`src/rtl/alu_pkg.sv`:
```
// Shared encodings for the MIPS execute stage: ALU operation codes, ALUop
// values from the control unit, and R-type funct field values.
package alu_pkg;

  localparam logic [3:0] OP_AND = 4'b0000;
  localparam logic [3:0] OP_OR  = 4'b0001;
  localparam logic [3:0] OP_ADD = 4'b0010;
  localparam logic [3:0] OP_SLL = 4'b0011;
  localparam logic [3:0] OP_SUB = 4'b0110;
  localparam logic [3:0] OP_SLT = 4'b0111;
  localparam logic [3:0] OP_NOR = 4'b1100;
  localparam logic [3:0] OP_NOP = 4'b1111;

  localparam logic [1:0] ALUOP_ADD    = 2'b00;
  localparam logic [1:0] ALUOP_SUB    = 2'b01;
  localparam logic [1:0] ALUOP_RTYPE  = 2'b10;
  localparam logic [1:0] ALUOP_AND    = 2'b11;

  localparam logic [5:0] F_ADD = 6'b100000;
  localparam logic [5:0] F_SUB = 6'b100010;
  localparam logic [5:0] F_AND = 6'b100100;
  localparam logic [5:0] F_OR  = 6'b100101;
  localparam logic [5:0] F_NOR = 6'b100111;
  localparam logic [5:0] F_SLT = 6'b101010;
  localparam logic [5:0] F_SLL = 6'b000000;
  localparam logic [5:0] F_JR  = 6'b001000;

endpackage

```
`src/rtl/alu_exec_unit_if.sv`:
```
// Operand/result bundle of the execute stage. in_valid is a plain qualifier
// with no ready: the stage accepts every cycle and out_valid is in_valid delayed one clock.
interface alu_exec_unit_if #(
  parameter int WIDTH = 32
);
  logic             in_valid;
  logic [1:0]       ALUop;
  logic [5:0]       func;
  logic [4:0]       shmt;
  logic [WIDTH-1:0] read_data1;
  logic [WIDTH-1:0] alu_b;
  logic [WIDTH-1:0] address_plus4;
  logic [WIDTH-1:0] imm_32;

  logic             out_valid;
  logic [WIDTH-1:0] ALU_out;
  logic             ZERO;
  logic [WIDTH-1:0] adder2_result;
  logic             Jr;
  logic [3:0]       ALU_operation;

  modport master (
    output in_valid, ALUop, func, shmt, read_data1, alu_b, address_plus4, imm_32,
    input  out_valid, ALU_out, ZERO, adder2_result, Jr, ALU_operation
  );

  modport slave (
    input  in_valid, ALUop, func, shmt, read_data1, alu_b, address_plus4, imm_32,
    output out_valid, ALU_out, ZERO, adder2_result, Jr, ALU_operation
  );
endinterface

```
`src/rtl/alu_op_decode.sv`:
```
// ALU control: maps the control unit's ALUop plus the funct field to a
// 4-bit operation code, and flags jr.
module alu_op_decode
  import alu_pkg::*;
(
  input  logic [1:0] alu_op,
  input  logic [5:0] func,
  output logic [3:0] op_code,
  output logic       jr
);

  always_comb begin
    op_code = OP_NOP;
    jr      = 1'b0;
    case (alu_op)
      ALUOP_ADD: op_code = OP_ADD;
      ALUOP_SUB: op_code = OP_SUB;
      ALUOP_AND: op_code = OP_AND;
      ALUOP_RTYPE: begin
        case (func)
          F_ADD:   op_code = OP_ADD;
          F_SUB:   op_code = OP_SUB;
          F_AND:   op_code = OP_AND;
          F_OR:    op_code = OP_OR;
          F_NOR:   op_code = OP_NOR;
          F_SLT:   op_code = OP_SLT;
          F_SLL:   op_code = OP_SLL;
          // jr does no ALU work; the unknown-funct fallback already gives OP_NOP
          F_JR: begin
            op_code = OP_NOP;
            jr      = 1'b1;
          end
          default: op_code = OP_NOP;
        endcase
      end
      default: op_code = OP_NOP;
    endcase
  end

endmodule

```
`src/rtl/alu_exec_unit.sv`:
```
// MIPS execute stage: operation decode, 32-bit ALU with zero flag and shift,
// branch-target adder, all captured in a single output register stage.
module alu_exec_unit
  import alu_pkg::*;
#(
  parameter int WIDTH = 32
) (
  input logic           clock,
  input logic           reset_n,
  alu_exec_unit_if.slave bus
);

  logic [3:0]       op_code;
  logic             jr;
  logic [WIDTH-1:0] alu_result;
  logic [WIDTH-1:0] branch_target;

  alu_op_decode u_decode (
    .alu_op  (bus.ALUop),
    .func    (bus.func),
    .op_code (op_code),
    .jr      (jr)
  );

  always_comb begin
    alu_result = '0;
    case (op_code)
      OP_AND: alu_result = bus.read_data1 & bus.alu_b;
      OP_OR:  alu_result = bus.read_data1 | bus.alu_b;
      OP_ADD: alu_result = bus.read_data1 + bus.alu_b;
      OP_SUB: alu_result = bus.read_data1 - bus.alu_b;
      OP_SLT: alu_result = ($signed(bus.read_data1) < $signed(bus.alu_b)) ? WIDTH'(1) : '0;
      OP_NOR: alu_result = ~(bus.read_data1 | bus.alu_b);
      OP_SLL: alu_result = bus.alu_b << bus.shmt;
      default: alu_result = '0;
    endcase
  end

  // Branch target is produced for every instruction; the next-PC mux decides use.
  assign branch_target = bus.address_plus4 + (bus.imm_32 << 2);

  always_ff @(posedge clock or negedge reset_n) begin
    if (!reset_n) begin
      bus.out_valid     <= 1'b0;
      bus.ALU_out       <= '0;
      bus.ZERO          <= 1'b0;
      bus.adder2_result <= '0;
      bus.Jr            <= 1'b0;
      bus.ALU_operation <= 4'b0000;
    end else begin
      bus.out_valid     <= bus.in_valid;
      bus.ALU_out       <= alu_result;
      bus.ZERO          <= (alu_result == '0);
      bus.adder2_result <= branch_target;
      bus.Jr            <= jr;
      bus.ALU_operation <= op_code;
    end
  end

endmodule

```
`src/flat_wrapper.sv`:
```
// flat-port wrapper written by rule: the top's interface ports become plain ports
module alu_exec_unit_flat import alu_pkg::*;
#(
  parameter int WIDTH = 32
)
  (clock, reset_n, bus_in_valid, bus_ALUop, bus_func, bus_shmt, bus_read_data1, bus_alu_b, bus_address_plus4, bus_imm_32, bus_out_valid, bus_ALU_out, bus_ZERO, bus_adder2_result, bus_Jr, bus_ALU_operation);
  alu_exec_unit_if #(.WIDTH(WIDTH)) bus_i ();
  input logic clock;
  input logic reset_n;
  input wire logic [$bits(bus_i.in_valid)-1:0] bus_in_valid;
  input wire logic [$bits(bus_i.ALUop)-1:0] bus_ALUop;
  input wire logic [$bits(bus_i.func)-1:0] bus_func;
  input wire logic [$bits(bus_i.shmt)-1:0] bus_shmt;
  input wire logic [$bits(bus_i.read_data1)-1:0] bus_read_data1;
  input wire logic [$bits(bus_i.alu_b)-1:0] bus_alu_b;
  input wire logic [$bits(bus_i.address_plus4)-1:0] bus_address_plus4;
  input wire logic [$bits(bus_i.imm_32)-1:0] bus_imm_32;
  output wire logic [$bits(bus_i.out_valid)-1:0] bus_out_valid;
  output wire logic [$bits(bus_i.ALU_out)-1:0] bus_ALU_out;
  output wire logic [$bits(bus_i.ZERO)-1:0] bus_ZERO;
  output wire logic [$bits(bus_i.adder2_result)-1:0] bus_adder2_result;
  output wire logic [$bits(bus_i.Jr)-1:0] bus_Jr;
  output wire logic [$bits(bus_i.ALU_operation)-1:0] bus_ALU_operation;
  assign bus_i.in_valid = bus_in_valid;
  assign bus_i.ALUop = bus_ALUop;
  assign bus_i.func = bus_func;
  assign bus_i.shmt = bus_shmt;
  assign bus_i.read_data1 = bus_read_data1;
  assign bus_i.alu_b = bus_alu_b;
  assign bus_i.address_plus4 = bus_address_plus4;
  assign bus_i.imm_32 = bus_imm_32;
  assign bus_out_valid = bus_i.out_valid;
  assign bus_ALU_out = bus_i.ALU_out;
  assign bus_ZERO = bus_i.ZERO;
  assign bus_adder2_result = bus_i.adder2_result;
  assign bus_Jr = bus_i.Jr;
  assign bus_ALU_operation = bus_i.ALU_operation;
  alu_exec_unit #(.WIDTH(WIDTH)) u_core (.clock(clock), .reset_n(reset_n), .bus(bus_i));
endmodule
```
`config.mk`:
```
export PLATFORM = sky130hd
export DESIGN_NAME = alu_exec_unit_flat
export DESIGN_NICKNAME = d
export VERILOG_FILES = /design/src/rtl/alu_pkg.sv /design/src/rtl/alu_exec_unit_if.sv /design/src/rtl/alu_op_decode.sv /design/src/rtl/alu_exec_unit.sv /design/src/flat_wrapper.sv
export SDC_FILE = /design/constraint.sdc
export NUM_CORES = 1
export LEC_CHECK = 0
export ABC_AREA = 1
export BUFFER_PORTS_ARGS = -buffer_cell sky130_fd_sc_hd__buf_2
export CORE_MARGIN = 5
export CORE_UTILIZATION = 25
export DETAILED_ROUTE_END_ITERATION = 6
export HOLD_SLACK_MARGIN = 0.05
export PLACE_DENSITY = 0.44
export SLEW_MARGIN = 40
export SYNTH_ARGS = -nofsm -noshare
export SYNTH_HDL_FRONTEND = slang
export SYNTH_SLANG_ARGS = --single-unit
export TNS_END_PERCENT = 10
```
`constraint.sdc`:
```
create_clock -name clock -period 0.8 [get_ports clock]
set_clock_uncertainty 0.15 [all_clocks]
set_input_delay 0.12 -clock clock [delete_from_list [all_inputs] [get_ports clock]]
set_output_delay 0.12 -clock clock [all_outputs]
set_load 0.01 [all_outputs]
```
== After elaboration in Yosys (flattened, before gate mapping) ==
Cells that the tools add are included.
Widths: inputs -> output; s select.
Word-level totals
  output and inout bits: 71
  input port bits: 144
  flip-flop bits (word level): 71
  logic and storage cells: 40
Operators by class
  reduce and logical (&&, ||, !) cells: 4
  bitwise operators: 3
  add/subtract/negate cells: 3
  equality and inequality tests: 16
  shifts and indexed selects: 1
  muxes and demuxes: 6
  order comparisons: 1
Operators by type and width (count)
  $pmux 32 s7: 1
  $add 32x32->32: 2
  $eq 6x6->1 const B: 6
  $and 32x32->32: 1
  $logic_not 32->1: 1
  $lt 32x32->1: 1
  $not 32->32: 1
  $or 32x32->32: 1
  $shl 32x5->32: 1
  $sub 32x32->32: 1
  $pmux 4 s7: 1
  $pmux 4 s4: 1
  $eq 4x2->1 const B: 2
  $eq 4x3->1 const B: 2
  $eq 6x4->1 const B: 1
  $logic_not 6->1: 1
  $eq 2x2->1 const B: 2
  $eq 4x1->1 const B: 1
  $eq 4x4->1 const B: 1
  $logic_not 4->1: 1
  $mux 1: 3
  $eq 2x1->1 const B: 1
  $logic_not 2->1: 1

== Logic depth before layout (Yosys ltp) ==
Gate-level depths: netlist of the first run.
  depth after elaboration: 6
  gate-level depth with buffers: 23
  mapped depth without buffers: 22

== Modules after synthesis ==
A second synthesis of the first run with hierarchy kept.
Unflattened totals
  cell total of the unflattened synthesis: 2047
  area, all modules: 11853.9 um^2
Modules (own cells, without submodules)
  alu_exec_unit: sequential area each 1776.7 um^2, times used 1, cells an instance 2009, area an instance 11676.2 um^2
  alu_op_decode: sequential area each 0.0 um^2, times used 1, cells an instance 38, area an instance 177.7 um^2

== Worst setup path before layout of the first run ==
No wires, ideal clock.
  path kind: input port to flip-flop
  start point: input port bus_alu_b[0]
  end point: register u_core.bus.ZERO
  required time: 0.579 ns
  data arrival time: 1.988 ns
  cell stages on the path: 20
  setup slack: -1.409 ns
  library setup time: 0.071 ns
  path through: ha_1 > fa_1 > nand2_1 > inv_1 > nand2_1 > nand2_1 > nand2_1 > nand2_1 > nand2_1 > nand2_1 > xor2_1 > nand2_1 > nand2_1 > nor2_1 > nand2_1 > nor2_1 > nand2_1 > nor2_1 > nand2_1 > nor2_1
On the way
  elaborated cells on any way between the ends: 10
  classes of those cells: 2 x add/sub; 1 x order compare; 1 x shift; 2 x mux; 3 x bitwise; 1 x reduce/logical
RTL lines
  from (decl): line flat_wrapper.sv:15  | input wire logic [$bits(bus_i.alu_b)-1:0] bus_alu_b;
  $sub 32x32->32, or another cell as far along: line alu_exec_unit.sv:31  | OP_SUB: alu_result = bus.read_data1 - bus.alu_b;
  $pmux 32 s7 (*): line alu_exec_unit.sv:27  | case (op_code)
  via u_core.alu_result[12]: line alu_exec_unit.sv:15  | logic [WIDTH-1:0] alu_result;
  $logic_not 32->1 (*): line alu_exec_unit.sv:53  | bus.ZERO <= (alu_result == '0);
  to (signal assigned): line alu_exec_unit.sv:53
  to (decl): line alu_exec_unit_if.sv:29  | output out_valid, ALU_out, ZERO, adder2_result, Jr, ALU_operation
The timed path passes the listed nets; every way through them passes the cells marked *.

== Worst setup path in the final report of the first run ==
Ends and elaborated chain as after synthesis.

==> reports/summary.txt, run 1 <==
Critical Path AT -> 2.58 ns
WL/cell -> 18.47 µm
Setup crit end kind -> flop
pwr/cell area -> 1194 nW/µm²
n_diodes -> 0
fin nets -> 3,240
fin crit share -> 3.015
cell with the most instances after synthesis -> nand2_1
max-slew violation count -> 0
Max-slew headroom -> 0.6598
CTS H-tree lvls -> 3
sequential element share of the synthesized area -> 0.1465
TritonCTS buffer count -> 9
Final Setup Violations -> 133
largest area contributor in the netlist -> nand2_1
layout cells sized above 1 -> 0.4483
number of port buffers -> 212
met3 routed wirelength -> 4124 µm
Ports -> 215
Post-Route Setup TNS -> -80.04 ns
Clock Tree Buf Depth -> 2
die area -> 53,000 µm²
Peak VDD IR -> 1.073 mV
Die X -> 230.2 µm
Design Area, Final -> 21,820 µm²
Synth Instances -> 2,160
DR vias -> 16,840
syn_nets -> 2,436
initial antenna violation count -> 2
min cycle time layout -> 2.412 ns
number of global-route vias before repair -> 16,940
final WL -> 66,200 µm
Synth area leaders -> nand2_1 20%, dfrtp_1 15%, ha_1 13%
Commonest cells post-synth -> 657 x nand2_1, 328 x inv_1, 289 x nor2_1
hold path depth -> 2
Worst setup SP type -> primary input
RSZ-0062 raised after global routing -> true
count of different cell masters after synthesis -> 51
gp weighted congestion -> 0.9695
asr flop ratio synth -> 1.000
Final Hold Viols -> 5
Post-route DRC -> 0
worst slew pin tran -> 0.5050 ns
Crit Path Max Fanout -> 4
DR pass1 iterations -> 5
All-Layer GR Usage -> 0.2427
Fmax -> 0.4145 GHz
Mapped Avg Cell Area -> 5.613 µm²
DR vias/cell -> 4.699
Netlist Area Pre-Place -> 12,120 µm²
initial core utilization -> 0.2534
pre-CTS WS -> -2.509 ns
met1 WL -> 29,300 µm
core region area -> 47,850 µm²
leakage -> 11.63 nW
clock tree sinks -> 71
Util after Layout -> 0.4560
#FFs+latches synth -> 71
Hold Crit Class -> in -> reg
GR Overflow Total -> 0
hold path endpoint -> u_core.bus.adder2_result[2]
Hold WS -> -0.1864 ns
Clk pin slew, worst setup/hold paths -> 0.07 ns
synth warn -> 0
Hold Crit Start -> bus_imm_32[0]
failing checks -> hold timing, setup timing
CP required -> 0.97 ns
max cap viols -> 0
die height -> 230.2 µm
Worst Setup Path Type -> in -> reg
status -> finished, violations left
Final ANT Viol Nets -> 0
Met2 Wirelength -> 31,220 µm
DR iter-0 viols -> 1,183
largest net degree at the start of global routing -> 40
detailed placement HPWL -> 56,280 µm
number of synthesized flops with an enable pin -> 0
CTS tree -> done
first-pass GRT wire length -> 99,240 µm
Max Used Layer -> met4
fin worst setup slack -> -1.612 ns
Area after DPL -> 18,550 µm²
hold_buf cts -> 4
share of the synthesized area in the top cell type -> 0.2034
area delta synth->final -> 79.97%
std cell rows -> 80
Root Buffer -> clkbuf_16
Primary FF master, synth -> dfrtp_1
## layer usage
layer,vias up,track usage
met5,-,0
met4,0,0.06165
met3,70,0.03528
met2,538,0.4102
met1,7826,0.3261
li1,8406,-
## where the power goes
| group | internal, W | total, W | switching [W] |
|---|---|---|---|
| registers | 0.00424 | 0.00446 | 0.000217 |
| clock network | 0.00322 | 0.00506 | 0.00185 |
| logic | 0.00769 | 0.0165 | 0.00884 |
| total | 0.0151 | 0.0261 | 0.0109 |
## sequential cells by signal, summed over array words and instances, names as in the netlist
name,flops
u_core.bus.ALU_out,32
u_core.bus.adder2_result,32
u_core.bus.ALU_operation,4
u_core.bus.Jr,1
u_core.bus.ZERO,1
u_core.bus.out_valid,1
## layout make-up
| type | instances | area, µm² |
|---|---|---|
| flip-flops and latches | 71 | 1778 |
| inverters | 337 | 1325 |
| clock inverters | 5 | 103.9 |
| well taps | 615 | 769.5 |
| repair buffers | 860 | 6775 |
| multi-input cells | 1685 | 10820 |
| clock buffers | 11 | 252.7 |
| fillers | 5060 | 26030 |
## placed cells by master (no fill, tap or decap), types with 18 or more instances in the layout
master,n
a21oi_1,57
a21oi_2,29
buf_12,24
buf_2,164
buf_4,577
buf_6,75
dfrtp_1,70
ha_1,81
ha_4,40
inv_1,257
inv_2,58
inv_4,18
nand2_1,541
nand2_2,90
nand2_4,32
nand3_1,245
nand3_2,26
nand4_1,19
nor2_1,217
nor2_2,42
nor2_4,36
o21ai_0,37
xor2_1,41
## metrics by stage
stage                     power (W)  hold slack (ns)  cells
after floorplan             0.01080          -0.3256   2160
after global placement      0.01806         -0.01123   3501
after detailed placement    0.01808        -0.008936   3501
after CTS                   0.02541          -0.2167   3573
after global routing        0.02769          -0.1972   3584
final                       0.02606          -0.1864   3584
## worst max path at each step
stage	from	to	cells past startpoint
4_1_cts	bus_alu_b[0]	u_core.bus.ZERO	24
2_1_floorplan	bus_alu_b[0]	u_core.bus.ZERO	21
6_report	bus_alu_b[0]	u_core.bus.ZERO	24
3_3_place_gp	bus_alu_b[5]	u_core.bus.ZERO	19
3_5_place_dp	bus_alu_b[0]	u_core.bus.ZERO	24
5_1_grt	bus_alu_b[0]	u_core.bus.ZERO	22
## timing repair
item | 4_1_cts | 5_1_grt
resized for setup | 459 | 139
cloned | 1 | 0
endpoints found under the hold margin | 92 | 11
setup endpoints to repair | 133 | 134
setup buffers | 57 | 11
pin swaps | 139 | 51
## kinds of logic (layout without fill, tap and decap cells)
| group | Yosys count | count (layout) | synth area share |
|---|---|---|---|
| flip-flops | 71 | 71 | 0.1465 |
| adder cells (fa/ha/maj) | 132 | 132 | 0.1381 |
| multiplexers | 1 | 1 | 0.0008256 |
| XOR/XNOR | 54 | 54 | 0.03901 |
| AO/OA/AOI/OAI | 204 | 204 | 0.09216 |
| buffers and inverters | 404 | 1213 | 0.1358 |
| AND/OR/NAND/NOR | 1294 | 1294 | 0.4476 |
## worst max-delay path: stages
cell     delay [ns]
buf_8          0.11
buf_6          0.11
ha_4           0.16
fa_2           0.38
nand2_2        0.08
inv_2          0.04
nand2_2        0.07
nand2_4        0.10
nand2_4        0.08
nand2_4        0.07
nand2_4        0.08
buf_6          0.09
nand4_1        0.09
nand2_2        0.13
inv_2          0.04
nand2_2        0.05
nand2_2        0.05
nor2_2         0.11
nand2_2        0.10
nor2_4         0.11
nand2_2        0.07
nor2_4         0.14
nand2_2        0.09
nor2_2         0.08
Note: power is estimated with default switching activity, not from simulation.
==> inputs of run 2 (changes only) <==
- CELL_PAD_IN_SITES_DETAIL_PLACEMENT: default -> 1
- CELL_PAD_IN_SITES_GLOBAL_PLACEMENT: default -> 2
- PLACE_DENSITY: 0.44 -> 0.76
==> reports/summary.txt, run 2 (same netlist as run 1, synthesis figures left out) <==
Post-route DRC -> 0
Comb pwr share -> 0.651
area delta synth->final -> 80.80%
DR vias/cell -> 4.954
WL/cell -> 21.83 µm
GR Overflow Total -> 0
CTS tree -> done
die height -> 230.2 µm
worst slew pin tran -> 0.4446 ns
fin crit share -> 3.088
first-pass GRT wire length -> 112,900 µm
Hold Crit Start -> bus_imm_32[0]
detailed placement HPWL -> 63,830 µm
leakage -> 11.61 nW
CP required -> 0.95 ns
Worst setup SP type -> primary input
clock tree sinks -> 71
Clk network pwr share -> 0.182
number of global-route vias before repair -> 18,890
Final Setup Violations -> 134
final WL -> 78,280 µm
max cap viols -> 0
hold_buf cts -> 4
pwr/cell area -> 1216 nW/µm²
most frequent cells in the layout -> 568 x buf_4, 529 x nand2_1, 263 x inv_1
fill cell count -> 6,159
status -> finished, violations left
max-slew violation count -> 0
Area after DPL -> 18,480 µm²
Final Hold Viols -> 5
fin nets -> 3,240
core region area -> 47,850 µm²
Final ANT Viol Nets -> 0
number of port buffers -> 212
Util after Layout -> 0.4582
Hold WS -> -0.1915 ns
Design Area, Final -> 21,920 µm²
Setup crit end kind -> flop
RSZ-0062 raised after global routing -> true
most common cell after layout, fill and taps aside -> buf_4
TritonCTS buffer count -> 9
Non-Filler Instances -> 3,586
Die X -> 230.2 µm
fin worst setup slack -> -1.671 ns
Worst Setup Path Type -> in -> reg
Fmax -> 0.4048 GHz
min cycle time layout -> 2.471 ns
gp weighted congestion -> 1.004
dpl cells -> 3,490
Max-slew headroom -> 0.7004
Peak VDD IR -> 0.6874 mV
Clk pin slew, worst setup/hold paths -> 0.07 ns
Hold Crit Class -> in -> reg
DR iter-0 viols -> 1,249
layout cells sized above 1 -> 0.4594
initial core utilization -> 0.2534
hold path depth -> 2
Ports -> 215
sw power -> 0.01198 W
Sw Ratio -> 0.4493
initial antenna violation count -> 3
Crit Path Max Fanout -> 4
All-Layer GR Usage -> 0.2776
Reg power frac -> 0.167
die area -> 53,000 µm²
failing checks -> hold timing, setup timing
hold path endpoint -> u_core.bus.adder2_result[2]
pre-CTS WS -> -2.653 ns
std cell rows -> 80
largest net degree at the start of global routing -> 32
CTS H-tree lvls -> 3
DR pass1 iterations -> 5
DR vias -> 17,770
Root Buffer -> clkbuf_16
P_int -> 0.01468 W
Critical Path AT -> 2.63 ns
biggest regs -> u_core.bus.ALU_out: 32 flops, u_core.bus.adder2_result: 32 flops, u_core.bus.ALU_operation: 4 flops
Clock Tree Buf Depth -> 2
-- run 2: final cells by class --
class / count / area, µm² / area share
Multi-Input combinational cell: 1685 / 11000 / 0.5017
Timing Repair Buffer: 860 / 6716 / 0.3064
Sequential cell: 71 / 1777 / 0.08105
Inverter: 337 / 1328 / 0.06056
Tap cell: 615 / 769.5 / 0.03510
Clock buffer: 9 / 225.2 / 0.01027
Clock inverter: 7 / 102.6 / 0.004680
Antenna cell: 2 / 5.005 / 0.0002283
-- run 2: metal layers --
layer | wire length (µm) | track usage | vias to the layer above
met2 | 37040 | 0.4672 | 540
met3 | 4893 | 0.04811 | 125
li1 | - | - | 8384
met1 | 33920 | 0.3667 | 8714
met4 | 2419 | 0.07883 | 2
met5 | 13 | 0 | -
-- run 2: worst max-delay path by stage --
stage               slack, ns           from               to
floorplan               -1.25   bus_alu_b[0]  u_core.bus.ZERO
finish                  -1.67  bus_alu_b[10]  u_core.bus.ZERO
global route            -1.80  bus_alu_b[10]  u_core.bus.ZERO
detailed placement      -2.65  bus_alu_b[23]  u_core.bus.ZERO
CTS                     -1.62  bus_alu_b[10]  u_core.bus.ZERO
global placement        -2.60  bus_alu_b[23]  u_core.bus.ZERO
-- run 2: critical path, cell delays in order --
cell and delay [ns]:
buf_8 0.08, clkinvlp_4 0.19, ha_4 0.33, buf_6 0.13, nor2_4 0.12, inv_2 0.09, nor2_4 0.12, nand2_1 0.07
nand2_1 0.10, buf_4 0.12, nand2_1 0.08, nand3_4 0.12, nand2_1 0.08, nand2_1 0.06, nor2_1 0.07, nor2_1 0.13
nand2_2 0.11, nor2_4 0.16, nand2_2 0.08, nor2_4 0.11, nand2_1 0.06, nor2_1 0.10
-- run 2: per-stage QoR --
stage	TNS (ns)	total power [W]	hold slack, ns
after global placement	-91.90	0.01827	-0.02279
after global routing	-90.78	0.02796	-0.1958
after detailed placement	-94.23	0.01853	-0.01601
final	-84.16	0.02666	-0.1915
after CTS	-83.04	0.02528	-0.2062
after floorplan	-52.94	0.01080	-0.3256
-- run 2: power groups by stage --
stage | clock network, W | logic [W] | registers [W]
after floorplan | 0 | 0.00596 | 0.00484
after global placement | 0 | 0.0138 | 0.00449
after detailed placement | 0 | 0.0140 | 0.00450
after CTS | 0.00492 | 0.0159 | 0.00445
after global routing | 0.00507 | 0.0184 | 0.00451
final | 0.00486 | 0.0173 | 0.00445
-- run 2: what timing repair did --
action	4_1_cts	5_1_grt
resized for setup	399	233
gates cloned	0	2
endpoints found under the setup margin	137	135
setup buffers	46	39
endpoints found under the hold margin	92	8
pin swaps	135	141
==> inputs of run 3 (changes only) <==
==> constraint.sdc (replaced) <==
create_clock -name clock -period 0.8 [get_ports clock]
set_clock_uncertainty 0.15 [all_clocks]
set_input_delay 0.2 -clock clock [delete_from_list [all_inputs] [get_ports clock]]
set_output_delay 0.2 -clock clock [all_outputs]
set_load 0.01 [all_outputs]
==> reports/summary.txt, run 3 (same netlist as run 1, synthesis figures left out) <==
Root Buffer -> clkbuf_16
Crit Path Max Fanout -> 4
max-slew violation count -> 0
Overall Power -> 0.02622 W
hold_buf cts -> 4
Reg power frac -> 0.171
failing checks -> hold timing, setup timing
TritonCTS buffer count -> 9
fin worst setup slack -> -1.761 ns
Die X -> 230.2 µm
min cycle time layout -> 2.561 ns
core region area -> 47,850 µm²
die height -> 230.2 µm
CP Launch Point -> bus_alu_b[10]
Hold Crit Start -> bus_imm_32[0]
sw power -> 0.01188 W
gp weighted congestion -> 0.9816
Crit path largest cell delay -> 0.32 ns
gr busiest metal -> met2
met2 usage in global routing -> 0.4726
leakage -> 11.51 nW
status -> finished, violations left
Max-slew headroom -> 0.7032
Clk network pwr share -> 0.175
max cap viols -> 0
DR vias/cell -> 4.981
biggest regs -> u_core.bus.ALU_out: 32 flops, u_core.bus.adder2_result: 32 flops, u_core.bus.ALU_operation: 4 flops
Hold Crit Class -> in -> reg
WL/cell -> 21.80 µm
initial antenna violation count -> 1
std cell rows -> 80
Final Setup Violations -> 137
layout cells sized above 1 -> 0.4567
Sw Ratio -> 0.4532
GR Overflow Total -> 0
Fmax -> 0.3905 GHz
first-pass GRT wire length -> 112,700 µm
RSZ-0062 raised after global routing -> true
Clock Tree Buf Depth -> 2
slowest CP cell -> ha_4
fin nets -> 3,227
fin crit share -> 3.201
worst slew pin tran -> 0.4436 ns
Peak VDD IR -> 1.057 mV
CP Cell Sequence -> buf_8 > clkinvlp_4 > ha_4 > buf_6 > buf_6 > nor2_4 > inv_4 > buf_6 > nor3_4 > buf_4 > nand3_2 > nand3_1 > nand2_1 > nand3_2 > nand3_2 > nor2_1 > nand2_1 > nor2_2 > nand2_1 > nor2_1
DR pass1 iterations -> 5
Clk pin slew, worst setup/hold paths -> 0.07 ns
Ports -> 215
initial core utilization -> 0.2534
final WL -> 77,860 µm
number of port buffers -> 212
most frequent cells in the layout -> 569 x buf_4, 526 x nand2_1, 262 x inv_1
Post-route DRC -> 0
GR Util met3 -> 0.03861
Worst Setup Path Type -> in -> reg
number of global-route vias before repair -> 18,880
largest net degree at the start of global routing -> 33
Post-Route Setup TNS -> -95.41 ns
Setup crit end kind -> flop
pwr/cell area -> 1212 nW/µm²
Critical Path AT -> 2.72 ns
area delta synth->final -> 78.37%
Final Hold Viols -> 1
clock tree sinks -> 71
Hold WS -> -0.1121 ns
hold path depth -> 2
Final ANT Viol Nets -> 0
All-Layer GR Usage -> 0.2770
die area -> 53,000 µm²
Comb pwr share -> 0.654
grt met1 use -> 0.3689
CP required -> 0.96 ns
detailed placement HPWL -> 63,580 µm
CTS tree -> done
Worst setup SP type -> primary input
DR iter-0 viols -> 1,233
CTS H-tree lvls -> 3
most common cell after layout, fill and taps aside -> buf_4
P_int -> 0.01434 W
DR vias -> 17,790
-- run 3: changes by cell type in the layout (fill, tap and decap cells not counted), sizes merged --
cell,previous run,this run
buf,850,843
clkbuf,15,10
clkinv,2,4
bufinv,2,1
clkinvlp,3,2
diode,2,1
inv,337,336
-- run 3: metrics by stage --
stage                     cell area (µm²)    util  hold slack (ns)  std cells  setup WS, ns
after global placement              18500  0.3867          0.05398       3490        -2.538
after floorplan                     12620       -          -0.2456       2160        -1.325
after CTS                           20780  0.4343          -0.1288       3548        -1.616
final                               21630  0.4520          -0.1121       3572        -1.761
after global routing                21630  0.4520          -0.1178       3572        -1.831
after detailed placement            18500  0.3867          0.05082       3490        -2.520
-- run 3: power groups by stage --
stage                     sequential, W  clock (W)  combinational [W]
after floorplan                 0.00484          0            0.00596
after global placement          0.00449          0             0.0138
after detailed placement        0.00450          0             0.0140
after CTS                       0.00447    0.00466             0.0159
after global routing            0.00453    0.00481             0.0182
final                           0.00448    0.00460             0.0171
-- run 3: worst max-delay path: cells and delay by family --
| kind | cells | cell delay (ns) |
|---|---|---|
| and+or+nand+nor | 12 | 1.36 |
| buffers and inverters | 7 | 0.84 |
| adders and majority gates | 1 | 0.32 |
-- run 3: routing by layer --
metal | share of wire | wire (µm)
met1 | 0.44 | 33880
met2 | 0.48 | 37320
met3 | 0.059 | 4612
met4 | 0.026 | 2045
met5 | 0 | 0
-- run 3: final timing paths --
kind                                                to  slack [ns]
max in group asynchronous                u_core.bus.Jr        0.07
max                                    u_core.bus.ZERO       -1.76
min in group asynchronous        u_core.bus.ALU_out[7]        0.19
min                        u_core.bus.adder2_result[2]       -0.11
-- run 3: area by class of cell --
type,count,area [µm²]
multi-input cells,1685,10940
clock inverters,6,68.82
well taps,615,769.5
clock buffers,10,239.0
diodes,1,2.502
repair buffers,847,6518
inverters,337,1316
fillers,6213,26220
flip-flops and latches,71,1777
-- run 3: what timing repair did --
| action | in CTS | in global routing |
|---|---|---|
| endpoints found under the hold margin | 79 | 5 |
| endpoints found under the setup margin | 137 | 137 |
| setup buffers | 41 | 28 |
| gates cloned | 0 | 0 |
| gates resized for setup | 411 | 184 |
| pin swaps | 141 | 114 |
